[config.mk]
export PLATFORM = sky130hd
export DESIGN_NAME = pio_hs_n
export DESIGN_NICKNAME = d
export VERILOG_FILES = /design/src/rtl/pio_pkg.sv /design/src/rtl/pio_port.sv /design/src/rtl/pio_hs_n.sv
export SDC_FILE = /design/constraint.sdc
export NUM_CORES = 1
export LEC_CHECK = 0
export ABC_AREA = 0
export BUFFER_PORTS_ARGS = -buffer_cell sky130_fd_sc_hd__clkbuf_2
export CAP_MARGIN = 20
export CORE_MARGIN = 2
export CORE_UTILIZATION = 63
export CTS_BUF_LIST = sky130_fd_sc_hd__clkbuf_16
export DETAILED_ROUTE_END_ITERATION = 12
export PLACE_DENSITY = 0.85
export RECOVER_POWER = 50
export SYNTH_ARGS = -nofsm -noshare
export SYNTH_HDL_FRONTEND = slang
export SYNTH_SLANG_ARGS = --single-unit
[constraint.sdc]
create_clock -name clk_i -period 4.9 [get_ports clk_i]
set_clock_uncertainty 0.05 [all_clocks]
set_input_delay 0.735 -clock clk_i [delete_from_list [all_inputs] [get_ports clk_i]]
set_output_delay 0.735 -clock clk_i [all_outputs]
set_load 0.02 [all_outputs]
[src/rtl/pio_pkg.sv]
// Shared constants for the pio_hs_n parallel I/O block: register offsets,
// CTRL/STATUS bit positions and mode encodings.
package pio_pkg;

  localparam logic [2:0] REG_DATA  = 3'd0;
  localparam logic [2:0] REG_DIR   = 3'd1;
  localparam logic [2:0] REG_CTRL  = 3'd2;
  localparam logic [2:0] REG_STAT  = 3'd3;
  localparam logic [2:0] REG_IMASK = 3'd4;
  localparam logic [2:0] REG_IPEND = 3'd5;

  localparam int CTRL_MODE  = 0;
  localparam int CTRL_HSDIR = 1;
  localparam int CTRL_INTE  = 2;

  localparam int ST_NEMPTY = 0;
  localparam int ST_FULL   = 1;
  localparam int ST_OVF    = 2;
  localparam int ST_OBF    = 3;
  localparam int ST_INTR   = 4;

  localparam logic MODE_SIMPLE = 1'b0;
  localparam logic MODE_HS     = 1'b1;
  localparam logic HSDIR_IN    = 1'b0;
  localparam logic HSDIR_OUT   = 1'b1;

endpackage

[src/rtl/pio_port.sv]
// One PIO port: OUT/DIR/CTRL registers, pad/strobe/ack synchronisers,
// input capture FIFO and OBF/ACK output handshake.
// Optional per-bit change interrupts when PIO_EDGE_IRQ_EN is defined.
module pio_port
  import pio_pkg::*;
#(
  parameter int WIDTH      = 8,
  parameter int FIFO_DEPTH = 4
) (
  input  logic             clk_i,
  input  logic             rst_ni,
  input  logic             wr_i,
  input  logic             rd_i,
  input  logic [2:0]       reg_i,
  input  logic [WIDTH-1:0] wdata_i,
  output logic [WIDTH-1:0] rdata_o,
  input  logic [WIDTH-1:0] pin_i,
  output logic [WIDTH-1:0] pin_o,
  output logic [WIDTH-1:0] pin_oe,
  input  logic             stb_ni,
  input  logic             ack_ni,
  output logic             obf_no,
  output logic             intr_o
);

  localparam int PTRW = $clog2(FIFO_DEPTH);
  localparam int CNTW = PTRW + 1;

  logic [WIDTH-1:0] out_q, dir_q;
  logic [2:0]       ctrl_q;
  logic [WIDTH-1:0] pin_s1_q, pin_s2_q;
  logic [1:0]       hs_s1_q, hs_s2_q, hs_edge_q;   // bit0 strobe, bit1 ack
  logic [WIDTH-1:0] mem_q [FIFO_DEPTH];
  logic [PTRW-1:0]  wptr_q, rptr_q;
  logic [CNTW-1:0]  cnt_q;
  logic             ovf_q, obf_q, hs_intr_q;
  logic             edge_irq;

  logic hs_in, hs_out, inte, nempty, full;
  logic wr_data, wr_dir, wr_ctrl, wr_stat, mode_chg;
  logic stb_fall, ack_fall, ack_rise, push_req, push, pop;

  assign hs_in    = (ctrl_q[CTRL_MODE] == MODE_HS) && (ctrl_q[CTRL_HSDIR] == HSDIR_IN);
  assign hs_out   = (ctrl_q[CTRL_MODE] == MODE_HS) && (ctrl_q[CTRL_HSDIR] == HSDIR_OUT);
  assign inte     = ctrl_q[CTRL_INTE];
  assign nempty   = (cnt_q != '0);
  assign full     = (cnt_q == CNTW'(FIFO_DEPTH));

  assign wr_data  = wr_i && (reg_i == REG_DATA);
  assign wr_dir   = wr_i && (reg_i == REG_DIR);
  assign wr_ctrl  = wr_i && (reg_i == REG_CTRL);
  assign wr_stat  = wr_i && (reg_i == REG_STAT);
  assign mode_chg = wr_ctrl &&
                    ({wdata_i[CTRL_HSDIR], wdata_i[CTRL_MODE]} != {ctrl_q[CTRL_HSDIR], ctrl_q[CTRL_MODE]});

  assign stb_fall = hs_edge_q[0] & ~hs_s2_q[0];
  assign ack_fall = hs_edge_q[1] & ~hs_s2_q[1];
  assign ack_rise = ~hs_edge_q[1] & hs_s2_q[1];

  // A pop on an empty FIFO is a no-op; a pop frees room for a same-cycle push.
  assign pop      = rd_i && (reg_i == REG_DATA) && hs_in && nempty;
  assign push_req = hs_in && stb_fall;
  assign push     = push_req && (!full || pop);

  // Two-flop synchronisers plus edge-detect stage; strobe/ack idle high.
  always_ff @(posedge clk_i or negedge rst_ni) begin
    if (!rst_ni) begin
      pin_s1_q  <= '0;
      pin_s2_q  <= '0;
      hs_s1_q   <= 2'b11;
      hs_s2_q   <= 2'b11;
      hs_edge_q <= 2'b11;
    end else begin
      pin_s1_q  <= pin_i;
      pin_s2_q  <= pin_s1_q;
      hs_s1_q   <= {ack_ni, stb_ni};
      hs_s2_q   <= hs_s1_q;
      hs_edge_q <= hs_s2_q;
    end
  end

  // Configuration registers.
  always_ff @(posedge clk_i or negedge rst_ni) begin
    if (!rst_ni) begin
      out_q  <= '0;
      dir_q  <= '0;
      ctrl_q <= '0;
    end else begin
      if (wr_data) out_q  <= wdata_i;
      if (wr_dir)  dir_q  <= wdata_i;
      if (wr_ctrl) ctrl_q <= wdata_i[2:0];
    end
  end

  // FIFO storage carries no reset; validity is tracked by the count.
  always_ff @(posedge clk_i) begin
    if (push && !mode_chg) mem_q[wptr_q] <= pin_s2_q;
  end

  // FIFO pointers, count and sticky overflow; a mode change flushes everything.
  always_ff @(posedge clk_i or negedge rst_ni) begin
    if (!rst_ni) begin
      wptr_q <= '0;
      rptr_q <= '0;
      cnt_q  <= '0;
      ovf_q  <= 1'b0;
    end else if (mode_chg) begin
      wptr_q <= '0;
      rptr_q <= '0;
      cnt_q  <= '0;
      ovf_q  <= 1'b0;
    end else begin
      if (push) wptr_q <= wptr_q + PTRW'(1);
      if (pop)  rptr_q <= rptr_q + PTRW'(1);
      if (push && !pop)      cnt_q <= cnt_q + CNTW'(1);
      else if (pop && !push) cnt_q <= cnt_q - CNTW'(1);
      if (push_req && !push)                 ovf_q <= 1'b1;
      else if (wr_stat && wdata_i[ST_OVF])   ovf_q <= 1'b0;
    end
  end

  // Output handshake: a DATA write beats a coincident ack fall.
  always_ff @(posedge clk_i or negedge rst_ni) begin
    if (!rst_ni) begin
      obf_q     <= 1'b0;
      hs_intr_q <= 1'b0;
    end else if (mode_chg) begin
      obf_q     <= 1'b0;
      hs_intr_q <= 1'b0;
    end else begin
      if (hs_out && wr_data)       obf_q <= 1'b1;
      else if (hs_out && ack_fall) obf_q <= 1'b0;
      if (hs_out && wr_data)                hs_intr_q <= 1'b0;
      else if (hs_out && ack_rise && inte)  hs_intr_q <= 1'b1;
      else if (wr_stat && wdata_i[ST_INTR]) hs_intr_q <= 1'b0;
    end
  end

`ifdef PIO_EDGE_IRQ_EN
  logic [WIDTH-1:0] imask_q, ipend_q, ipend_d, pin_edge_q;

  // Change detection on synced input bits, W1C pending register.
  always_comb begin
    ipend_d = ipend_q;
    if (wr_i && (reg_i == REG_IPEND)) ipend_d = ipend_d & ~wdata_i;
    if (ctrl_q[CTRL_MODE] == MODE_SIMPLE) ipend_d = ipend_d | ((pin_s2_q ^ pin_edge_q) & ~dir_q);
    if (mode_chg) ipend_d = '0;
  end

  // Edge-detect stage for pins plus mask/pending registers.
  always_ff @(posedge clk_i or negedge rst_ni) begin
    if (!rst_ni) begin
      pin_edge_q <= '0;
      imask_q    <= '0;
      ipend_q    <= '0;
    end else begin
      pin_edge_q <= pin_s2_q;
      ipend_q    <= ipend_d;
      if (wr_i && (reg_i == REG_IMASK)) imask_q <= wdata_i;
    end
  end

  assign edge_irq = |(ipend_q & imask_q);
`else
  assign edge_irq = 1'b0;
`endif

  assign intr_o = (hs_in && inte && nempty) || (hs_out && hs_intr_q) || edge_irq;
  assign obf_no = ~obf_q;
  assign pin_o  = out_q;
  assign pin_oe = hs_in ? '0 : (hs_out ? '1 : dir_q);

  // Register read mux.
  always_comb begin
    rdata_o = '0;
    case (reg_i)
      REG_DATA: begin
        if (hs_in)       rdata_o = nempty ? mem_q[rptr_q] : '0;
        else if (hs_out) rdata_o = out_q;
        else             rdata_o = (dir_q & out_q) | (~dir_q & pin_s2_q);
      end
      REG_DIR:  rdata_o = dir_q;
      REG_CTRL: rdata_o = WIDTH'(ctrl_q);
      REG_STAT: begin
        rdata_o[ST_NEMPTY] = nempty;
        rdata_o[ST_FULL]   = full;
        rdata_o[ST_OVF]    = ovf_q;
        rdata_o[ST_OBF]    = obf_q;
        rdata_o[ST_INTR]   = intr_o;
      end
`ifdef PIO_EDGE_IRQ_EN
      REG_IMASK: rdata_o = imask_q;
      REG_IPEND: rdata_o = ipend_q;
`endif
      default: rdata_o = '0;
    endcase
  end

endmodule

[src/rtl/pio_hs_n.sv]
// pio_hs_n: NPORTS strobed-handshake parallel ports on one register bus.
// Bus decode, registered read data, access acknowledge and the irq OR.
// Define PIO_EDGE_IRQ_EN to enable per-bit change interrupts (IMASK/IPEND).
module pio_hs_n
  import pio_pkg::*;
#(
  parameter int NPORTS     = 2,
  parameter int WIDTH      = 8,
  parameter int FIFO_DEPTH = 4
) (
  input  logic                      clk_i,
  input  logic                      rst_ni,
  input  logic                      cs_i,
  input  logic                      we_i,
  input  logic                      rd_i,
  input  logic [$clog2(NPORTS)+2:0] adr_i,
  input  logic [WIDTH-1:0]          dat_i,
  output logic [WIDTH-1:0]          dat_o,
  output logic                      ack_o,
  input  logic [NPORTS*WIDTH-1:0]   pin_i,
  output logic [NPORTS*WIDTH-1:0]   pin_o,
  output logic [NPORTS*WIDTH-1:0]   pin_oe,
  input  logic [NPORTS-1:0]         stb_ni,
  input  logic [NPORTS-1:0]         ack_ni,
  output logic [NPORTS-1:0]         obf_no,
  output logic                      irq_o
);

  localparam int AW  = $clog2(NPORTS) + 3;
  localparam int PIW = (NPORTS > 1) ? $clog2(NPORTS) : 1;

  logic             ack1_q, rdq_q, irq_q;
  logic [WIDTH-1:0] dat_q, dat_d;
  logic [PIW-1:0]   port_idx;
  logic [NPORTS-1:0] sel, intr;
  logic [WIDTH-1:0] port_rdata [NPORTS];
  logic             rd_first;

  if (NPORTS > 1) begin : g_idx
    assign port_idx = adr_i[AW-1:3];
  end else begin : g_idx1
    assign port_idx = '0;
  end

  // Side effects of a read only happen on its first cycle.
  assign rd_first = cs_i && rd_i && !rdq_q;

  for (genvar p = 0; p < NPORTS; p++) begin : g_port
    assign sel[p] = (port_idx == PIW'(p));

    pio_port #(
      .WIDTH      (WIDTH),
      .FIFO_DEPTH (FIFO_DEPTH)
    ) u_port (
      .clk_i   (clk_i),
      .rst_ni  (rst_ni),
      .wr_i    (cs_i && we_i && sel[p]),
      .rd_i    (rd_first && sel[p]),
      .reg_i   (adr_i[2:0]),
      .wdata_i (dat_i),
      .rdata_o (port_rdata[p]),
      .pin_i   (pin_i[p*WIDTH +: WIDTH]),
      .pin_o   (pin_o[p*WIDTH +: WIDTH]),
      .pin_oe  (pin_oe[p*WIDTH +: WIDTH]),
      .stb_ni  (stb_ni[p]),
      .ack_ni  (ack_ni[p]),
      .obf_no  (obf_no[p]),
      .intr_o  (intr[p])
    );
  end

  // Read data select; unmatched port index returns zero.
  always_comb begin
    dat_d = '0;
    for (int p = 0; p < NPORTS; p++) begin
      if (sel[p]) dat_d = port_rdata[p];
    end
  end

  // Bus-side registers: ack delay, read-first tracking, read data, irq.
  always_ff @(posedge clk_i or negedge rst_ni) begin
    if (!rst_ni) begin
      ack1_q <= 1'b0;
      rdq_q  <= 1'b0;
      dat_q  <= '0;
      irq_q  <= 1'b0;
    end else begin
      ack1_q <= cs_i;
      rdq_q  <= cs_i && rd_i;
      irq_q  <= |intr;
      if (!cs_i)     dat_q <= '0;
      else if (rd_i) dat_q <= dat_d;
    end
  end

  assign ack_o = cs_i && (we_i || ack1_q);
  assign dat_o = dat_q;
  assign irq_o = irq_q;

endmodule
==> run_results.csv <==
group,metric,value,unit
global_routing,grt_antenna_before_repair,0,
layout,final_cells,810,
global_routing,global_route.usage.total,0.279,
sta,maxClockFrequency,0.294,GHz
sta,final_max_slew_viol_count,51,
layout,antennaDiodeCount,0,
drt,route.vias.total,5166,
worst_setup_path,setup.worst_path.end_class,"async pin",
synthesis,synth_simple_gate_area_frac,0.0918,
global_routing,largest_net_degree_at_the_start_of_global_routing,65,
synthesis,synth_cell_types,66,
worst_setup_path,cp_max_fo,64,
global_routing,via_count_of_the_first_global_routing_pass,5318,
placement,place_inst,778,
worst_setup_path,crit_path_max_incr_delay,1.91,ns
global_routing,grt_pass1_wl,27300,um
floorplan,die_y,115,um
cts,worst_case_clock_buffer_depth,2,
drt,route.detailed.vias_per_inst,6.38,
synthesis,ys_top_cells_by_area,"sky130_fd_sc_hd__dfrtp_1, sky130_fd_sc_hd__edfxtp_1, sky130_fd_sc_hd__dfstp_2, sky130_fd_sc_hd__mux2_1, sky130_fd_sc_hd__o21ai_0",
floorplan,dieArea,13200,um^2
global_routing,global_route.overflow_total,0,
drt,drt-wirelength-per-cell,21.2,um
power,p_per_area,450,nW/um^2
cts,cts_root_buf,"sky130_fd_sc_hd__clkbuf_16",
placement,dp_hpwl,12300,um
floorplan,die_width,115,um
worst_hold_path,min_path_type,"reg2reg",
floorplan,design.portCount,81,
cts,h_tree_depth,4,
synthesis,netlist.top_cell.by_area,"sky130_fd_sc_hd__dfrtp_1",
cts,worst_setup_hold_path_clk_slew,0.06,ns
drt,met2WireLength,8330,um
synthesis,synth_top_family_by_area,"compound AO/OA/AOI/OAI gates",
worst_setup_path,cpLargestDelayFamily,"buffers and inverters",
job,max_cap_viol_count,1,
worst_setup_path,crit_slowest_cell,"sky130_fd_sc_hd__clkbuf_1",
synthesis,syn-mean-instance-area,13.3,um^2
layout,final.fill_count,798,
synthesis,synth_common_cells,"sky130_fd_sc_hd__dfrtp_1, sky130_fd_sc_hd__edfxtp_1, sky130_fd_sc_hd__nand2_1",
synthesis,net_count_synth,630,
cts,clk_latency,0.43,ns
drt,detailedRoute.firstIterationViolations,556,
synthesis,muxShareOfSynthArea,0.105,
run_status,run_status,"finished with violations",
sta,final_period_minus_worst_setup_slack,3.40,ns
layout,layout-area-overhead-vs-synth,12.2,%
synthesis,yosys_register_bits,177,
synthesis,synthesis.area,7740,um^2
floorplan,placement_rows,40,
synthesis,synth_top_flop_cell,"sky130_fd_sc_hd__dfrtp_1",
drt,postRouteAntennaNets,0,
drt,drt_first_pass_iters,6,
cts,cts-hold-fix-buffers,0,
sta,final.period_utilization,0.693,
placement,final_estimated_routing_congestion_in_global_placement,0.932,
sta,worst_pin_slew,2.60,ns
power,power_leakage,3.57,nW
sta,timing.final.hold_violations,0,
sta,max-slew-margin-rel,-0.736,
drt,met3RoutedLength,1510,um
drt,routed.top_layer,"met4",
cts,post-cts-setup-buffers,0,
synthesis,synthDominantCellAreaShare,0.327,
synthesis,yosysSeqAreaShare,0.616,
sta,finalSetupTns,0,ns
worst_setup_path,crit_path_cell_trace,"buf_4, clkbuf_1",
synthesis,post_synth_inst_count,581,
worst_setup_path,startpoint_type,"primary input",
worst_setup_path,worst-endpoint-required,4.83,ns
worst_setup_path,criticalPathCategory,"in2async",
drt,wl_met1,6750,um
worst_setup_path,critical_path.n_buffers_inverters,2,
synthesis,postSynth.asyncResetShare,0.638,
run_status,failed_checks,"max-capacitance violations, max-slew violations",
floorplan,area_of_the_core_region,12000,um^2
worst_setup_path,data_arrival_time_at_the_worst_slack_endpoint,3.32,ns
placement,io_buffers,80,
synthesis,synth_warnings,0,
cts,post_cts_resized,0,
synthesis,synthAdderAreaFrac,0.0213,
sta,final_setup_fails,0,
drt,wirelength,17200,um
drt,detail_route.drc_violations,0,
layout,layout-drive-gt1-share,0.211,
cts,clkSinkCount,177,
synthesis,synth_xor_area_frac,0.0181,
sta,setup_repair_after_global_routing_missed_its_margin,"false",
cts,cts_inserted_buffers,17,
cts,cts_tree,"yes",
synthesis,number_of_flops_mapped_to_enable_cells_by_yosys,64,
floorplan,initial_utilization,0.644,
synthesis,synth-compound-area-share,0.109,
synthesis,synth_most_common_cell,"sky130_fd_sc_hd__dfrtp_1",
layout,finish.net_count,699,
power,vdd_drop_max,0.232,mV
[flip-flops by register name, indices dropped and copies added (netlist names)]
| register | count |
|---|---|
| g_port.u_port.mem_q | 64 |
| g_port.u_port.dir_q | 16 |
| g_port.u_port.pin_o | 16 |
| g_port.u_port.pin_s1_q | 16 |
| g_port.u_port.pin_s2_q | 16 |
| dat_o | 8 |
| g_port.u_port.cnt_q | 6 |
| g_port.u_port.ctrl_q | 6 |
| g_port.u_port.hs_edge_q | 4 |
| g_port.u_port.hs_s1_q | 4 |
| g_port.u_port.hs_s2_q | 4 |
| g_port.u_port.rptr_q | 4 |
| g_port.u_port.wptr_q | 4 |
| g_port.u_port.hs_intr_q | 2 |
| g_port.u_port.obf_q | 2 |
| g_port.u_port.ovf_q | 2 |
| ack1_q | 1 |
| irq_o | 1 |
| rdq_q | 1 |
[kinds of logic (layout without fill, tap and decap cells)]
| family | count (synthesis) | count (layout) |
|---|---|---|
| DFF | 177 | 177 |
| and+or+nand+nor | 133 | 133 |
| AOI/OAI and AO/OA | 124 | 124 |
| buffers and inverters | 61 | 143 |
| muxes | 58 | 58 |
| xor gates and xnor gates | 16 | 16 |
| adders and majority gates | 12 | 12 |
[cells in the final DEF, fill, tap and decap left out, types with 3 or more instances in the layout]
cell type	count
sky130_fd_sc_hd__edfxtp_1	64
sky130_fd_sc_hd__mux2i_1	10
sky130_fd_sc_hd__nor3b_1	3
sky130_fd_sc_hd__a2111oi_0	3
sky130_fd_sc_hd__dfstp_1	4
sky130_fd_sc_hd__xnor2_1	9
sky130_fd_sc_hd__clkbuf_2	68
sky130_fd_sc_hd__a22o_1	3
sky130_fd_sc_hd__and2_1	13
sky130_fd_sc_hd__nand2b_1	4
sky130_fd_sc_hd__xor2_1	7
sky130_fd_sc_hd__mux4_1	7
sky130_fd_sc_hd__a221oi_1	4
sky130_fd_sc_hd__mux2_2	14
sky130_fd_sc_hd__clkinv_2	3
sky130_fd_sc_hd__a22oi_1	3
sky130_fd_sc_hd__ha_1	10
sky130_fd_sc_hd__clkbuf_16	17
sky130_fd_sc_hd__o221ai_1	18
sky130_fd_sc_hd__dfstp_2	8
sky130_fd_sc_hd__mux4_2	6
sky130_fd_sc_hd__or3_1	5
sky130_fd_sc_hd__o21ai_0	38
sky130_fd_sc_hd__a211oi_1	3
sky130_fd_sc_hd__nor2_1	24
sky130_fd_sc_hd__nor2b_1	10
sky130_fd_sc_hd__o21ai_1	5
sky130_fd_sc_hd__nand3_1	14
sky130_fd_sc_hd__inv_1	33
sky130_fd_sc_hd__a31oi_1	5
sky130_fd_sc_hd__dfrtp_1	101
sky130_fd_sc_hd__a32o_1	5
sky130_fd_sc_hd__nand2_1	42
sky130_fd_sc_hd__mux2_1	21
sky130_fd_sc_hd__a21oi_1	21
sky130_fd_sc_hd__clkbuf_1	12
[metrics by stage]
step	hold WS (ns)	worst slack, ns	total power, mW	utilization	cell area [um^2]
after detailed placement	0.285	1.57	2.66	0.679	8150
after global routing	0.305	0.754	4.08	0.723	8690
after global placement	0.283	1.72	2.60	0.679	8150
final	0.298	1.50	3.91	0.723	8690
after CTS	0.298	1.67	3.92	0.725	8700
after floorplan	0.281	2.18	2.39	-	7740
[area by class of cell]
cell class	count	area (um^2)	area share
inverters	29	109	0.0125
repair buffers	82	400	0.0461
well taps	147	184	0.0212
clock inverters	15	129	0.0148
clock buffers	17	425	0.0490
flip-flops and latches	177	4760	0.548
multi-input cells	343	2680	0.308
[per-layer routing]
| layer | up-vias | GRT usage |
|---|---|---|
| met5 | - | 0 |
| met4 | 0 | 0.125 |
| met3 | 57 | 0.0791 |
| met2 | 290 | 0.438 |
| met1 | 2551 | 0.367 |
| li1 | 2268 | - |
[power by group]
part           internal (mW)  switching, mW  total, mW
logic                  0.288          0.467      0.755
clock network          0.737          0.532       1.27
registers               1.70          0.181       1.88
total                   2.73           1.18       3.91
[final timing paths]
check / endpoint / cells after the start / startpoint / slack, ns
hold reg to reg: g_port[1].u_port.pin_s2_q[3] / 0 / g_port[1].u_port.pin_s1_q[3] / 0.30
max in group clk_i: g_port[0].u_port.cnt_q[2] / 11 / g_port[0].u_port.ctrl_q[0] / 1.62
setup reg to reg: g_port[0].u_port.cnt_q[2] / 11 / g_port[0].u_port.ctrl_q[0] / 1.62
setup / recovery: g_port[1].u_port.pin_s2_q[6] / 2 / rst_ni / 1.50
min in group asynchronous: g_port[0].u_port.pin_s1_q[0] / 1 / rst_ni / 0.34
hold / removal: g_port[1].u_port.pin_s2_q[3] / 0 / g_port[1].u_port.pin_s1_q[3] / 0.30
No activity file was read; power rests on OpenSTA's default activity.
